==> src/rtl/ps2_num_display.sv <==
// Captures three BCD digits from the PS/2 receiver, validates them, converts them to binary and scans a 4-digit 7-segment display.
// Latency: digits, count and error flag update at the capture edge; oValue/oValid and oSeg follow one edge later.
// Backpressure: none; every iNumRdy pulse is processed, including pulses on consecutive cycles.
module ps2_num_display #(
   parameter int SCAN_DIV = 50000
) (
   input  logic       CLK,
   input  logic       reset,
   input  logic [3:0] iNum1,
   input  logic [3:0] iNum2,
   input  logic [3:0] iNum3,
   input  logic       iNumRdy,
   output logic [6:0] oSeg,
   output logic [3:0] oAn,
   output logic [9:0] oValue,
   output logic       oValid,
   output logic       oErr
);

   localparam int CW = (SCAN_DIV > 1) ? $clog2(SCAN_DIV) : 1;
   localparam logic [CW-1:0] SCAN_LAST = CW'(SCAN_DIV - 1);

   localparam logic [6:0] SEG_BLANK = 7'h7F;
   localparam logic [6:0] SEG_DASH  = 7'h3F;

   logic [3:0]    h_q, t_q, o_q, c_q;
   logic          err_q;
   logic          have_q;
   logic [CW-1:0] scan_cnt;
   logic [1:0]    idx;
   logic          digits_ok;
   logic          accept;
   logic          reject;
   logic [9:0]    value_c;
   logic [6:0]    seg_next;

   // Segment pattern for one BCD digit; anything above 9 renders blank.
   function automatic logic [6:0] seg_of(input logic [3:0] d);
      case (d)
         4'd0:    seg_of = 7'h40;
         4'd1:    seg_of = 7'h79;
         4'd2:    seg_of = 7'h24;
         4'd3:    seg_of = 7'h30;
         4'd4:    seg_of = 7'h19;
         4'd5:    seg_of = 7'h12;
         4'd6:    seg_of = 7'h02;
         4'd7:    seg_of = 7'h78;
         4'd8:    seg_of = 7'h00;
         4'd9:    seg_of = 7'h10;
         default: seg_of = SEG_BLANK;
      endcase
   endfunction

   assign digits_ok = (iNum1 <= 4'd9) && (iNum2 <= 4'd9) && (iNum3 <= 4'd9);
   assign accept    = iNumRdy && digits_ok;
   assign reject    = iNumRdy && !digits_ok;

   // Capture stage: load digits and bump the entry count on accept, flag errors on reject.
   always_ff @(posedge CLK or posedge reset) begin
      if (reset) begin
         h_q    <= '0;
         t_q    <= '0;
         o_q    <= '0;
         c_q    <= '0;
         err_q  <= 1'b0;
         have_q <= 1'b0;
      end else if (accept) begin
         h_q    <= iNum1;
         t_q    <= iNum2;
         o_q    <= iNum3;
         c_q    <= (c_q == 4'd9) ? 4'd0 : c_q + 4'd1;
         err_q  <= 1'b0;
         have_q <= 1'b1;
      end else if (reject) begin
         err_q  <= 1'b1;
         have_q <= 1'b0;
      end
   end

   assign oErr = err_q;

   // Max 999 fits in 10 bits, so the sum never overflows.
   assign value_c = 10'(h_q) * 10'd100 + 10'(t_q) * 10'd10 + 10'(o_q);

   // Conversion stage: one register after capture.
   always_ff @(posedge CLK or posedge reset) begin
      if (reset) begin
         oValue <= '0;
         oValid <= 1'b0;
      end else begin
         oValue <= value_c;
         oValid <= have_q;
      end
   end

   // Scan timer: each digit index holds for SCAN_DIV cycles; captures never disturb it.
   always_ff @(posedge CLK or posedge reset) begin
      if (reset) begin
         scan_cnt <= '0;
         idx      <= 2'd0;
      end else if (scan_cnt == SCAN_LAST) begin
         scan_cnt <= '0;
         idx      <= idx + 2'd1;
      end else begin
         scan_cnt <= scan_cnt + 1'b1;
      end
   end

   // Pick the segment pattern for the current index, with leading-zero blanking and error dashes.
   always_comb begin
      seg_next = SEG_BLANK;
      case (idx)
         2'd0: seg_next = err_q ? SEG_DASH : seg_of(o_q);
         2'd1: seg_next = err_q ? SEG_DASH :
                          ((h_q == 4'd0) && (t_q == 4'd0)) ? SEG_BLANK : seg_of(t_q);
         2'd2: seg_next = err_q ? SEG_DASH :
                          (h_q == 4'd0) ? SEG_BLANK : seg_of(h_q);
         default: seg_next = seg_of(c_q);
      endcase
   end

   // Registered display drive: exactly one anode low at a time.
   always_ff @(posedge CLK or posedge reset) begin
      if (reset) begin
         oSeg <= SEG_BLANK;
         oAn  <= 4'hF;
      end else begin
         oSeg <= seg_next;
         oAn  <= ~(4'b0001 << idx);
      end
   end

endmodule

==> config.mk <==
export PLATFORM = sky130hd
export DESIGN_NAME = ps2_num_display
export DESIGN_NICKNAME = d
export VERILOG_FILES = /design/src/rtl/ps2_num_display.sv
export SDC_FILE = /design/constraint.sdc
export NUM_CORES = 1
export LEC_CHECK = 0
export BUFFER_PORTS_ARGS = -buffer_cell sky130_fd_sc_hd__buf_2
export CAP_MARGIN = 15
export CORE_MARGIN = 8
export CORE_UTILIZATION = 35
export DETAILED_ROUTE_END_ITERATION = 8
export PLACE_DENSITY = 0.58
export SYNTH_ARGS = -nofsm -noshare
export SYNTH_HDL_FRONTEND = slang
export SYNTH_SLANG_ARGS = --single-unit
==> constraint.sdc <==
create_clock -name CLK -period 3.5 [get_ports CLK]
set_input_delay 0.35 -clock CLK [delete_from_list [all_inputs] [get_ports CLK]]
set_output_delay 0.35 -clock CLK [all_outputs]
set_load 0.005 [all_outputs]
Yosys cells after proc, flatten, opt, wreduce, memory -nomap -nowiden
Memory sizes are Yosys's and may differ from the RTL's.
Cells that the tools add are included.

storage, ports and cells
  ROM bits = 448
  output and inout port bits = 23
  bits in registers = 58
  memories kept = 4
  word-level logic and storage cells = 54
  input port bits = 15

memories
  memory           depth  width  read ports  clocked after memory_dff  write ports  RTL line  text
  (no name shown)  16     7      1           0                         0            39        case (d)
  (no name shown)  16     7      1           0                         0            39
  (no name shown)  16     7      1           0                         0            39
  (no name shown)  16     7      1           0                         0            39

operators by class
  shift operators = 1
  equality and inequality tests = 4
  magnitude comparators = 3
  $add $sub $neg = 5
  reductions and logical operators = 10
  $mul = 2
  bitwise logic cells = 1
  multiplexer cells = 12

operator list
  operator                                                             count
  7-bit two-way mux                                                    5
  7-bit one-hot mux with 3 select lines                                1
  16-bit by 1-bit adder with 16-bit output (second input constant)     1
  16-bit == test (second input constant)                               1
  16-bit two-way mux                                                   1
  4-bit less-or-equal comparator (second input constant)               3
  10-bit by 4-bit adder with 10-bit output                             1
  10-bit by 8-bit adder with 10-bit output                             1
  4-bit zero test                                                      2
  4-bit by 5-bit multiplier with 8-bit output (second input constant)  1
  4-bit by 3-bit multiplier with 7-bit output (second input constant)  1
  1-bit logical AND                                                    5
  4-bit by 1-bit adder with 4-bit output (second input constant)       1
  4-bit == test (second input constant)                                1
  1-bit two-way mux                                                    4
  4-bit two-way mux                                                    1
  4-bit NOT                                                            1
  1-bit by 2-bit << shifter with 4-bit output (first input constant)   1
  2-bit by 1-bit adder with 2-bit output (second input constant)       1
  2-bit by 1-bit == test with 1-bit output (second input constant)     1
  2-bit == test (second input constant)                                1
  2-bit zero test                                                      1
  2-bit nonzero test                                                   1
  1-bit zero test                                                      1

Longest topological paths before layout
Gate-level depths: netlist of run 1.

  depth in word-level cells = 7
  mapped depth = 11
  mapped depth without buffers = 11

Worst setup path after synthesis of run 1
OpenSTA, ideal clock, no wires.

  path type = register to register
  from = reg t_q[1]
  to = reg oValue[8]
  stages on the path, launching flop included = 10
  setup slack = 0.728 ns
  data required time = 3.432 ns
  data arrival time = 2.703 ns
  buffers on the path = 0
  cells stage by stage = dfrtp_1 ha_1 ha_1 fa_1 xor2_1 ha_1 ha_1 a21boi_0 or4_1 nand3_1

between the ends
  word-level cells in the longest chain between the ends = 3

RTL lines
  what                                         RTL line  text
  start: declaration                           26        logic [3:0] h_q, t_q, o_q, c_q;
  start signal: assignment                     69        t_q <= iNum2;
  4-bit by 3-bit multiplier with 7-bit output  83        assign value_c = 10'(h_q) * 10'd100 + 10'(t_q) * 10'd10 + 10'(o_q);
  10-bit by 8-bit adder with 10-bit output     83
  10-bit by 4-bit adder with 10-bit output     83
  via value_c[8]                               34        logic [9:0] value_c;
  end signal: assignment                       91        oValue <= value_c;
  end: declaration                             15        output logic [9:0] oValue,

The timed path passes the listed nets, and every way through them passes these cells.
A chain may end at the register's enable or synchronous reset.

Final worst setup path of run 1
  from = reg t_q[1]
  to = reg oValue[9]

Same word-level chain as after synthesis.

==> flow_metrics.env, run 1 <==
export IMPL_clock_fmax_mhz=329.7
export IMPL_drc=0
export IMPL_num_rows=38
export IMPL_dieHeight_um=120.4
export IMPL_most_common_layout_cells="50 x ha_1, 47 x dfrtp_1, 37 x buf_2"
export IMPL_post_cts_repair_setup_buffers=0
export IMPL_synthArstFlopShare_pct=100.0
export IMPL_timing_final_crit_share_pct=86.66
export IMPL_root_buffer="clkbuf_8"
export IMPL_area_delta_synth_final_pct=14.51
export IMPL_ys_ff_latch=58
export IMPL_ios=38
export IMPL_skew_ps=10.38
export IMPL_required_ps=3770
export IMPL_r2r_slack_ps=470
export IMPL_cts_made_buffers=9
export IMPL_p_per_area_nw_per_um2=705.1
export IMPL_hold_viol_final=0
export IMPL_hold_ws_ps=63.18
export IMPL_htreeDepth=3
export IMPL_grt_max_degree=33
export IMPL_drv_slew=0
export IMPL_synth_edf_count=0
export IMPL_end_kind="flop"
export IMPL_drtAntennaViolNets=0
export IMPL_r2r_start="t_q[1]"
export IMPL_die_x_um=120.4
export IMPL_clk_path_buf_depth=2
export IMPL_wl_per_cell_um=14.69
export IMPL_grt_total_usage_pct=12.06
export IMPL_fin_crit_ps=3033
export IMPL_hpwl_um=6201
export IMPL_cap_viol_max_count=0
export IMPL_initial_core_util_pct=35.47
export IMPL_clock_sinks=58
export IMPL_antenna_found_initial=0
export IMPL_drtIter0Drc=148
export IMPL_relSlewSlack_pct=60.78
export IMPL_worstMarginPinSlew_ps=587.4
export IMPL_critPathKind="flop to flop"
export IMPL_hp_class="primary input to asynchronous set/reset pin"
export IMPL_ctsHoldBuffers=0
export IMPL_layout_commonest_cell="ha_1"
export IMPL_clk_pin_slew_ps=70
export IMPL_numPortBuffers=37
export IMPL_netlist_area_um2=3811
export IMPL_synth_warnings=0
export IMPL_coreArea_um2=10750
export IMPL_cts_tree="done"
export IMPL_viasPerCell=5.011
export IMPL_reg2reg_to="oValue[9]"
export IMPL_drive_above_1_share_pct=20.66
export IMPL_status="finished clean"
export IMPL_tns_ps=0
export IMPL_vias=2836
export IMPL_grt_pass1_wl_um=13990
export IMPL_synth_distinct_cells=55
export IMPL_peakVddDrop_v=0.0002680
export IMPL_syn_avg_cell_area_um2=10.00
export IMPL_dieArea_um2=14480
export IMPL_insertion_delay_ps=350
export IMPL_arrival_ps=3310
export IMPL_reg2reg_depth=11
export IMPL_grt_pass1_vias=2852
export IMPL_place_congestion=0.8349
export IMPL_nets=491
export IMPL_postRouteWirelength_um=8312
export IMPL_ys_seq_area_share_pct=38.44
export IMPL_syn_inst=381
export IMPL_critPathMaxFanout=8
export IMPL_synth_flop_cell="dfrtp_1"
export IMPL_drt_pass1_iterations=4
export IMPL_diodes=0
export IMPL_setup_viol=0
export IMPL_grt_overflow_total=0
export IMPL_power_leakage_nw=1.995
export IMPL_post_cts_resized=0
export IMPL_syn_nets=451
export IMPL_rsz0062_at_grt="no"
export IMPL_startpoint_type="flop"
## area by class of cell
class                   count  area (um^2)
repair buffers             40        207.7
inverters                  33        123.9
clock buffers               9        123.9
clock inverters             7        101.3
fillers                  1093         6381
flip-flops and latches     58         1465
multi-input cells         279         2167
well taps                 140        175.2
## how the worst max path moves through the flow
stage                 from        end  slack, ps  cells after the start
floorplan           t_q[1]  oValue[8]        730                      9
global placement    t_q[1]  oValue[9]        590                     11
detailed placement  t_q[1]  oValue[9]        480                     11
CTS                 t_q[1]  oValue[9]        450                     11
global route        t_q[1]  oValue[9]        270                     11
finish              t_q[1]  oValue[9]        470                     11
## routing by layer
metal | vias up | global-route usage (%) | wire length (um)
met2 | 54 | 18.72 | 3910
met5 | - | 0 | 0
met4 | 0 | 4.684 | 100
met1 | 1354 | 15.92 | 4029
met3 | 8 | 2.890 | 271
li1 | 1420 | - | -
## state kept, by name, summed over array words and instances (netlist names)
name and count:
oSeg 7, h_q 4, oValue 10, oErr 1, t_q 4, idx 2
c_q 4, o_q 4, oAn 4, scan_cnt 16, oValid 1, have_q 1
## synth_stat cells (2+ instances only)
cell | n | share of area (%)
a21o_1 | 4 | 0.79
a32oi_1 | 4 | 0.92
nor2_1 | 25 | 2.5
o31ai_1 | 4 | 0.79
o21a_1 | 2 | 0.39
fa_1 | 5 | 2.6
o221ai_1 | 2 | 0.46
a31oi_1 | 4 | 0.66
o211ai_1 | 2 | 0.39
nand3b_1 | 2 | 0.39
nand4_1 | 4 | 0.66
nor4b_1 | 2 | 0.46
dfrtp_1 | 47 | 31
nor2b_1 | 4 | 0.66
xor2_1 | 10 | 2.3
xnor2_1 | 13 | 3.0
a21oi_1 | 23 | 3.0
a211oi_1 | 3 | 0.59
mux2_2 | 13 | 3.8
o21bai_1 | 4 | 0.79
nand2b_1 | 9 | 1.5
nand3_1 | 9 | 1.2
o21ai_0 | 26 | 3.4
dfstp_2 | 11 | 7.6
buf_2 | 8 | 1.1
ha_1 | 50 | 16
o22ai_1 | 4 | 0.66
nand2_1 | 18 | 1.8
mux2i_1 | 2 | 0.53
and3_1 | 3 | 0.49
clkbuf_1 | 2 | 0.20
nor3_1 | 6 | 0.79
inv_1 | 33 | 3.3
and3_2 | 2 | 0.39
## kinds of logic after synthesis
kind of cell             Yosys count  share of synthesized area (%)
AND/OR/NAND/NOR                   93                          12.84
buffers and inverters             44                          4.695
XOR/XNOR                          23                          5.286
flip-flops                        58                          38.44
AO/OA/AOI/OAI                     93                          15.33
adder cells (fa/ha/maj)           55                          19.04
multiplexers                      15                          4.366
## through the flow
step | worst slack (ps) | power (mW) | cell area [um^2] | std cells | util (%)
3_5_place_dp | 479.7 | 2.379 | 4139 | 550 | 38.52
5_1_grt | 267.6 | 3.353 | 4364 | 566 | 40.61
2_1_floorplan | 728.2 | 2.019 | 3811 | 381 | -
3_3_place_gp | 587.7 | 2.337 | 4139 | 550 | 38.52
6_report | 466.9 | 3.077 | 4364 | 566 | 40.61
4_1_cts | 452.9 | 3.113 | 4364 | 566 | 40.61
## where the power goes
group	internal [mW]	leakage [nW]	switching, mW
Sequential	0.818	0.695	0.161
Combinational	0.636	1.19	0.747
Clock	0.405	0.106	0.310
## worst max-delay path, stage by stage (launching register included)
cell and delay (ps):
dfrtp_1 480, ha_1 340, ha_1 230, fa_1 380, xor2_1 170, ha_1 280, ha_1 370, nand3_1 100
o211ai_1 230, nor3_1 80, o21bai_1 180, xnor2_1 130
(Power assumes the default switching activity.)
==> run 2: changes to the inputs <==
--- a/config.mk
+++ b/config.mk
@@ -8,9 +8,9 @@
 export BUFFER_PORTS_ARGS = -buffer_cell sky130_fd_sc_hd__buf_2
 export CAP_MARGIN = 15
 export CORE_MARGIN = 8
-export CORE_UTILIZATION = 35
+export CORE_UTILIZATION = 50
 export DETAILED_ROUTE_END_ITERATION = 8
-export PLACE_DENSITY = 0.58
+export PLACE_DENSITY = 0.75
 export SYNTH_ARGS = -nofsm -noshare
 export SYNTH_HDL_FRONTEND = slang
 export SYNTH_SLANG_ARGS = --single-unit
==> flow_metrics.env, run 2 (synthesis results as in run 1) <==
export IMPL_status="finished clean"
export IMPL_crit_path_end="oValue[9]"
export IMPL_cts_made_buffers=9
export IMPL_final_area_um2=4308
export IMPL_drive_above_1_share_pct=20.84
export IMPL_reg2reg_depth=11
export IMPL_area_delta_synth_final_pct=13.03
export IMPL_r2r_slack_ps=430
export IMPL_placed_cell_area_um2=4099
export IMPL_p_per_area_nw_per_um2=686.9
export IMPL_reg2reg_to="oValue[9]"
export IMPL_cts_tree="done"
export IMPL_die_x_um=103.3
export IMPL_clk_path_buf_depth=2
export IMPL_grt_total_usage_pct=15.79
export IMPL_htreeDepth=3
export IMPL_drtIter0Drc=104
export IMPL_wl_per_cell_um=14.64
export IMPL_coreArea_um2=7567
export IMPL_cap_viol_max_count=0
export IMPL_busiest_layer="met2"
export IMPL_postRouteWirelength_um=7745
export IMPL_num_rows=32
export IMPL_worstMarginPinSlew_ps=585.1
export IMPL_ios=38
export IMPL_clk_pin_slew_ps=70
export IMPL_hold_viol_final=0
export IMPL_largest_register="scan_cnt"
export IMPL_grt_max_degree=54
export IMPL_grt_overflow_total=0
export IMPL_met1_usage_pct=20.34
export IMPL_root_buffer="clkbuf_8"
export IMPL_place_congestion=0.8833
export IMPL_gr_usage_met3_pct=4.150
export IMPL_insertion_delay_ps=340
export IMPL_critPathKind="flop to flop"
export IMPL_hpwl_um=5790
export IMPL_drv_slew=0
export IMPL_vias=2854
export IMPL_post_cts_repair_setup_buffers=0
export IMPL_numPortBuffers=37
export IMPL_layout_commonest_cell="ha_1"
export IMPL_grt_pass1_vias=2849
export IMPL_antenna_found_initial=0
export IMPL_largest_reg_flops=16
export IMPL_skew_ps=11.24
export IMPL_relSlewSlack_pct=60.94
export IMPL_nets=493
export IMPL_met2_usage_pct=25.16
export IMPL_most_common_layout_cells="50 x ha_1, 47 x dfrtp_1, 37 x buf_2"
export IMPL_r2r_start="t_q[1]"
export IMPL_startpoint_type="flop"
export IMPL_setup_viol=0
export IMPL_diodes=0
export IMPL_fin_crit_ps=3073
export IMPL_grt_pass1_wl_um=13170
export IMPL_clock_fmax_mhz=325.4
export IMPL_clock_sinks=58
export IMPL_dieHeight_um=103.3
export IMPL_end_kind="flop"
export IMPL_critPathMaxFanout=8
export IMPL_post_cts_resized=0
export IMPL_rsz0062_at_grt="no"
export IMPL_dieArea_um2=10670
export IMPL_top_regs="scan_cnt (16), oValue (10), oSeg (7)"
export IMPL_drtAntennaViolNets=0
export IMPL_ctsHoldBuffers=0
export IMPL_drt_pass1_iterations=4
export IMPL_hp_class="primary input to asynchronous set/reset pin"
export IMPL_drc=0
export IMPL_power_leakage_nw=2.005
export IMPL_cp_startpoint="t_q[1]"
export IMPL_peakVddDrop_v=0.0003406
export IMPL_viasPerCell=5.395
export IMPL_arrival_ps=3330
export IMPL_required_ps=3750
export IMPL_timing_final_crit_share_pct=87.80
export IMPL_tns_ps=0
export IMPL_initial_core_util_pct=50.36
[run 2: worst min path at each step]
stage / from / to / slack (ps) / depth (start not counted)
final: reset / oValue[7] / 60 / 2
after global routing: reset / oValue[7] / 110 / 2
after CTS: iNum2[0] / t_q[0] / 230 / 2
after detailed placement: have_q / oValid / 370 / 0
after global placement: have_q / oValid / 370 / 0
after floorplan: have_q / oValid / 350 / 0
[run 2: area by class of cell]
type,count,area [um^2]
fill,670,3259
timing repair buffer,42,235.2
inverter,33,123.9
tap,102,127.6
multi-input combinational,279,2167
clock inverter,2,10.01
sequential,58,1465
clock buffer,13,178.9
[run 2: worst max-delay path: stages (launching register included)]
cell,delay [ps]
dfrtp_1,480
ha_1,350
ha_1,230
fa_1,380
xor2_1,190
ha_1,270
ha_1,360
nand3_1,110
o211ai_1,240
nor3_1,70
o21bai_1,180
xnor2_1,140
[run 2: stage by stage]
stage / instances / hold WS, ps / setup WS [ps] / util, % / total power, mW
after floorplan: 381 / 353.7 / 728.2 / - / 2.019
after global placement: 513 / 365.5 / 603.3 / 54.17 / 2.311
after detailed placement: 513 / 374.7 / 441.3 / 54.17 / 2.382
after CTS: 528 / 227.9 / 409.8 / 56.66 / 2.981
after global routing: 529 / 110.1 / 243.4 / 56.93 / 3.227
final: 529 / 62.88 / 426.9 / 56.93 / 2.959
[run 2: where the power goes]
group | internal [mW] | switching, mW
registers | 0.819 | 0.149
logic | 0.647 | 0.764
clock network | 0.328 | 0.253
[run 2: per-layer routing]
metal / wire length [um] / vias up
li1: - / 1423
met1: 3651 / 1358
met2: 3641 / 62
met3: 330 / 11
met4: 122 / 0
met5: 0 / -
==> run 3: changes to the inputs <==
--- a/config.mk
+++ b/config.mk
@@ -7,10 +7,13 @@
 export LEC_CHECK = 0
 export BUFFER_PORTS_ARGS = -buffer_cell sky130_fd_sc_hd__buf_2
 export CAP_MARGIN = 15
+export CELL_PAD_IN_SITES_DETAIL_PLACEMENT = 1
+export CELL_PAD_IN_SITES_GLOBAL_PLACEMENT = 1
 export CORE_MARGIN = 8
-export CORE_UTILIZATION = 50
+export CORE_UTILIZATION = 47
 export DETAILED_ROUTE_END_ITERATION = 8
-export PLACE_DENSITY = 0.75
+export PLACE_DENSITY = 0.87
+export SLEW_MARGIN = 30
 export SYNTH_ARGS = -nofsm -noshare
 export SYNTH_HDL_FRONTEND = slang
 export SYNTH_SLANG_ARGS = --single-unit
==> flow_metrics.env, run 3 (synthesis results as in run 1) <==
export IMPL_peakVddDrop_v=0.0003181
export IMPL_vias=3009
export IMPL_drtIter0Drc=142
export IMPL_hp_class="primary input to asynchronous set/reset pin"
export IMPL_cap_viol_max_count=0
export IMPL_viasPerCell=5.656
export IMPL_clk_path_buf_depth=2
export IMPL_required_ps=3760
export IMPL_cpPeakStageDelay_ps=480
export IMPL_drtAntennaViolNets=0
export IMPL_grt_total_usage_pct=18.03
export IMPL_largest_reg_flops=16
export IMPL_multi_input_area_um2=2167
export IMPL_combPwrFrac_pct=48.8
export IMPL_top_regs="scan_cnt (16), oValue (10), oSeg (7)"
export IMPL_ios=38
export IMPL_cts_tree="done"
export IMPL_dieHeight_um=106.1
export IMPL_dp_cells=516
export IMPL_drv_slew=0
export IMPL_dieArea_um2=11250
export IMPL_layout_cells_non_filler=532
export IMPL_num_rows=33
export IMPL_utilization_pct=53.26
export IMPL_layout_commonest_cell="ha_1"
export IMPL_place_congestion=0.8853
export IMPL_drc=0
export IMPL_path_cells="ha_1, ha_1, fa_1, xor2_1, ha_1, ha_1, nand3_1, o211ai_1, nor3_1, o21bai_1, xnor2_1"
export IMPL_skew_ps=6.856
export IMPL_clock_fmax_mhz=326.2
export IMPL_crit_top_cell="ha_1"
export IMPL_drive_above_1_share_pct=20.37
export IMPL_post_cts_repair_setup_buffers=0
export IMPL_grt_overflow_total=0
export IMPL_worstMarginPinSlew_ps=835.2
export IMPL_clock_power_share_pct=19.2
export IMPL_coreArea_um2=8051
export IMPL_ff_latch_area_um2=1465
export IMPL_hpwl_um=7191
export IMPL_arrival_ps=3330
export IMPL_clk_pin_slew_ps=70
export IMPL_clock_sinks=58
export IMPL_power_leakage_nw=1.987
export IMPL_most_common_layout_cells="50 x ha_1, 47 x dfrtp_1, 37 x buf_2"
export IMPL_wl_per_cell_um=17.89
export IMPL_postRouteWirelength_um=9516
export IMPL_area_delta_synth_final_pct=12.51
export IMPL_cp_startpoint="t_q[1]"
export IMPL_p_per_area_nw_per_um2=712.2
export IMPL_largest_register="scan_cnt"
export IMPL_status="finished clean"
export IMPL_root_buffer="clkbuf_8"
export IMPL_fillCellCount=955
export IMPL_grt_pass1_vias=3276
export IMPL_p_int_mw=1.787
export IMPL_ctsHoldBuffers=0
export IMPL_insertion_delay_ps=340
export IMPL_nets=492
export IMPL_switching_power_mw=1.266
export IMPL_cp_slowest_cell="dfrtp_1"
export IMPL_grt_max_degree=38
export IMPL_htreeDepth=3
export IMPL_critPathMaxFanout=8
export IMPL_setup_viol=0
export IMPL_end_kind="flop"
export IMPL_critPathKind="flop to flop"
export IMPL_diodes=0
export IMPL_fin_crit_ps=3066
export IMPL_swShare_pct=41.47
export IMPL_drt_pass1_iterations=4
export IMPL_antenna_found_initial=0
export IMPL_grt_pass1_wl_um=16350
export IMPL_timing_final_crit_share_pct=87.59
export IMPL_post_cts_resized=0
export IMPL_relSlewSlack_pct=44.24
export IMPL_tns_ps=0
export IMPL_hold_viol_final=0
export IMPL_initial_core_util_pct=47.33
export IMPL_seqPwrFrac_pct=32.0
export IMPL_die_x_um=106.1
export IMPL_numPortBuffers=37
export IMPL_startpoint_type="flop"
export IMPL_rsz0062_at_grt="no"
export IMPL_r2r_start="t_q[1]"
export IMPL_cts_made_buffers=9
## run 3: cell types whose count changed in the layout (fill, tap and decap cells not counted)
cell	delta
clkinv_2	-1
clkbuf_8	-1
buf_12	-1
clkinvlp_4	+1
clkbuf_1	+2
## run 3: power by group through the flow
stage / clock network (mW) / registers (mW) / logic, mW
after detailed placement: 0 / 0.987 / 1.47
after floorplan: 0 / 0.932 / 1.09
final: 0.587 / 0.976 / 1.49
after CTS: 0.603 / 0.975 / 1.50
after global routing: 0.630 / 0.996 / 1.70
after global placement: 0 / 0.973 / 1.35
## run 3: area by class of cell
class / count / area share (%)
clock buffer: 14 / 4.027
clock inverter: 2 / 0.2918
inverter: 33 / 2.889
multi-input combinational: 279 / 50.54
sequential: 58 / 34.17
tap: 105 / 3.064
timing repair buffer: 41 / 5.019
## run 3: per-stage QoR
stage | power [mW] | cell area [um^2] | setup slack, ps | hold slack, ps
after floorplan | 2.019 | 3811 | 728.2 | 353.7
after global placement | 2.327 | 4103 | 597.9 | 362.2
after detailed placement | 2.458 | 4103 | 480.8 | 371.3
after CTS | 3.080 | 4288 | 442.4 | 197.4
after global routing | 3.328 | 4288 | 259.6 | 235.2
final | 3.054 | 4288 | 434.4 | 182.5
## run 3: per-layer routing
metal	vias to the layer above	GRT usage (%)	wire length, um
li1	1417	-	-
met1	1534	21.39	4203
met2	36	30.88	4871
met3	22	3.630	182
met4	0	8.040	259
met5	-	0	0
## run 3: path summary, 6_finish.rpt
path | slack (ps) | depth (start not counted) | endpoint
setup / recovery | 430 | 11 | oValue[9]
hold / removal | 180 | 2 | oValue[8]
setup reg to reg | 430 | 11 | oValue[9]
hold reg to reg | 390 | 0 | oValid
max in group asynchronous | 2460 | 3 | oSeg[2]
min in group CLK | 240 | 2 | have_q
## run 3: critical path: cells and delay by family, from the launching register on
family / cells / cell delay [ps]
xor gates and xnor gates: 2 / 320
AOI/OAI and AO/OA: 2 / 440
and+or+nand+nor: 2 / 190
DFF: 1 / 480
adders and majority gates: 5 / 1570
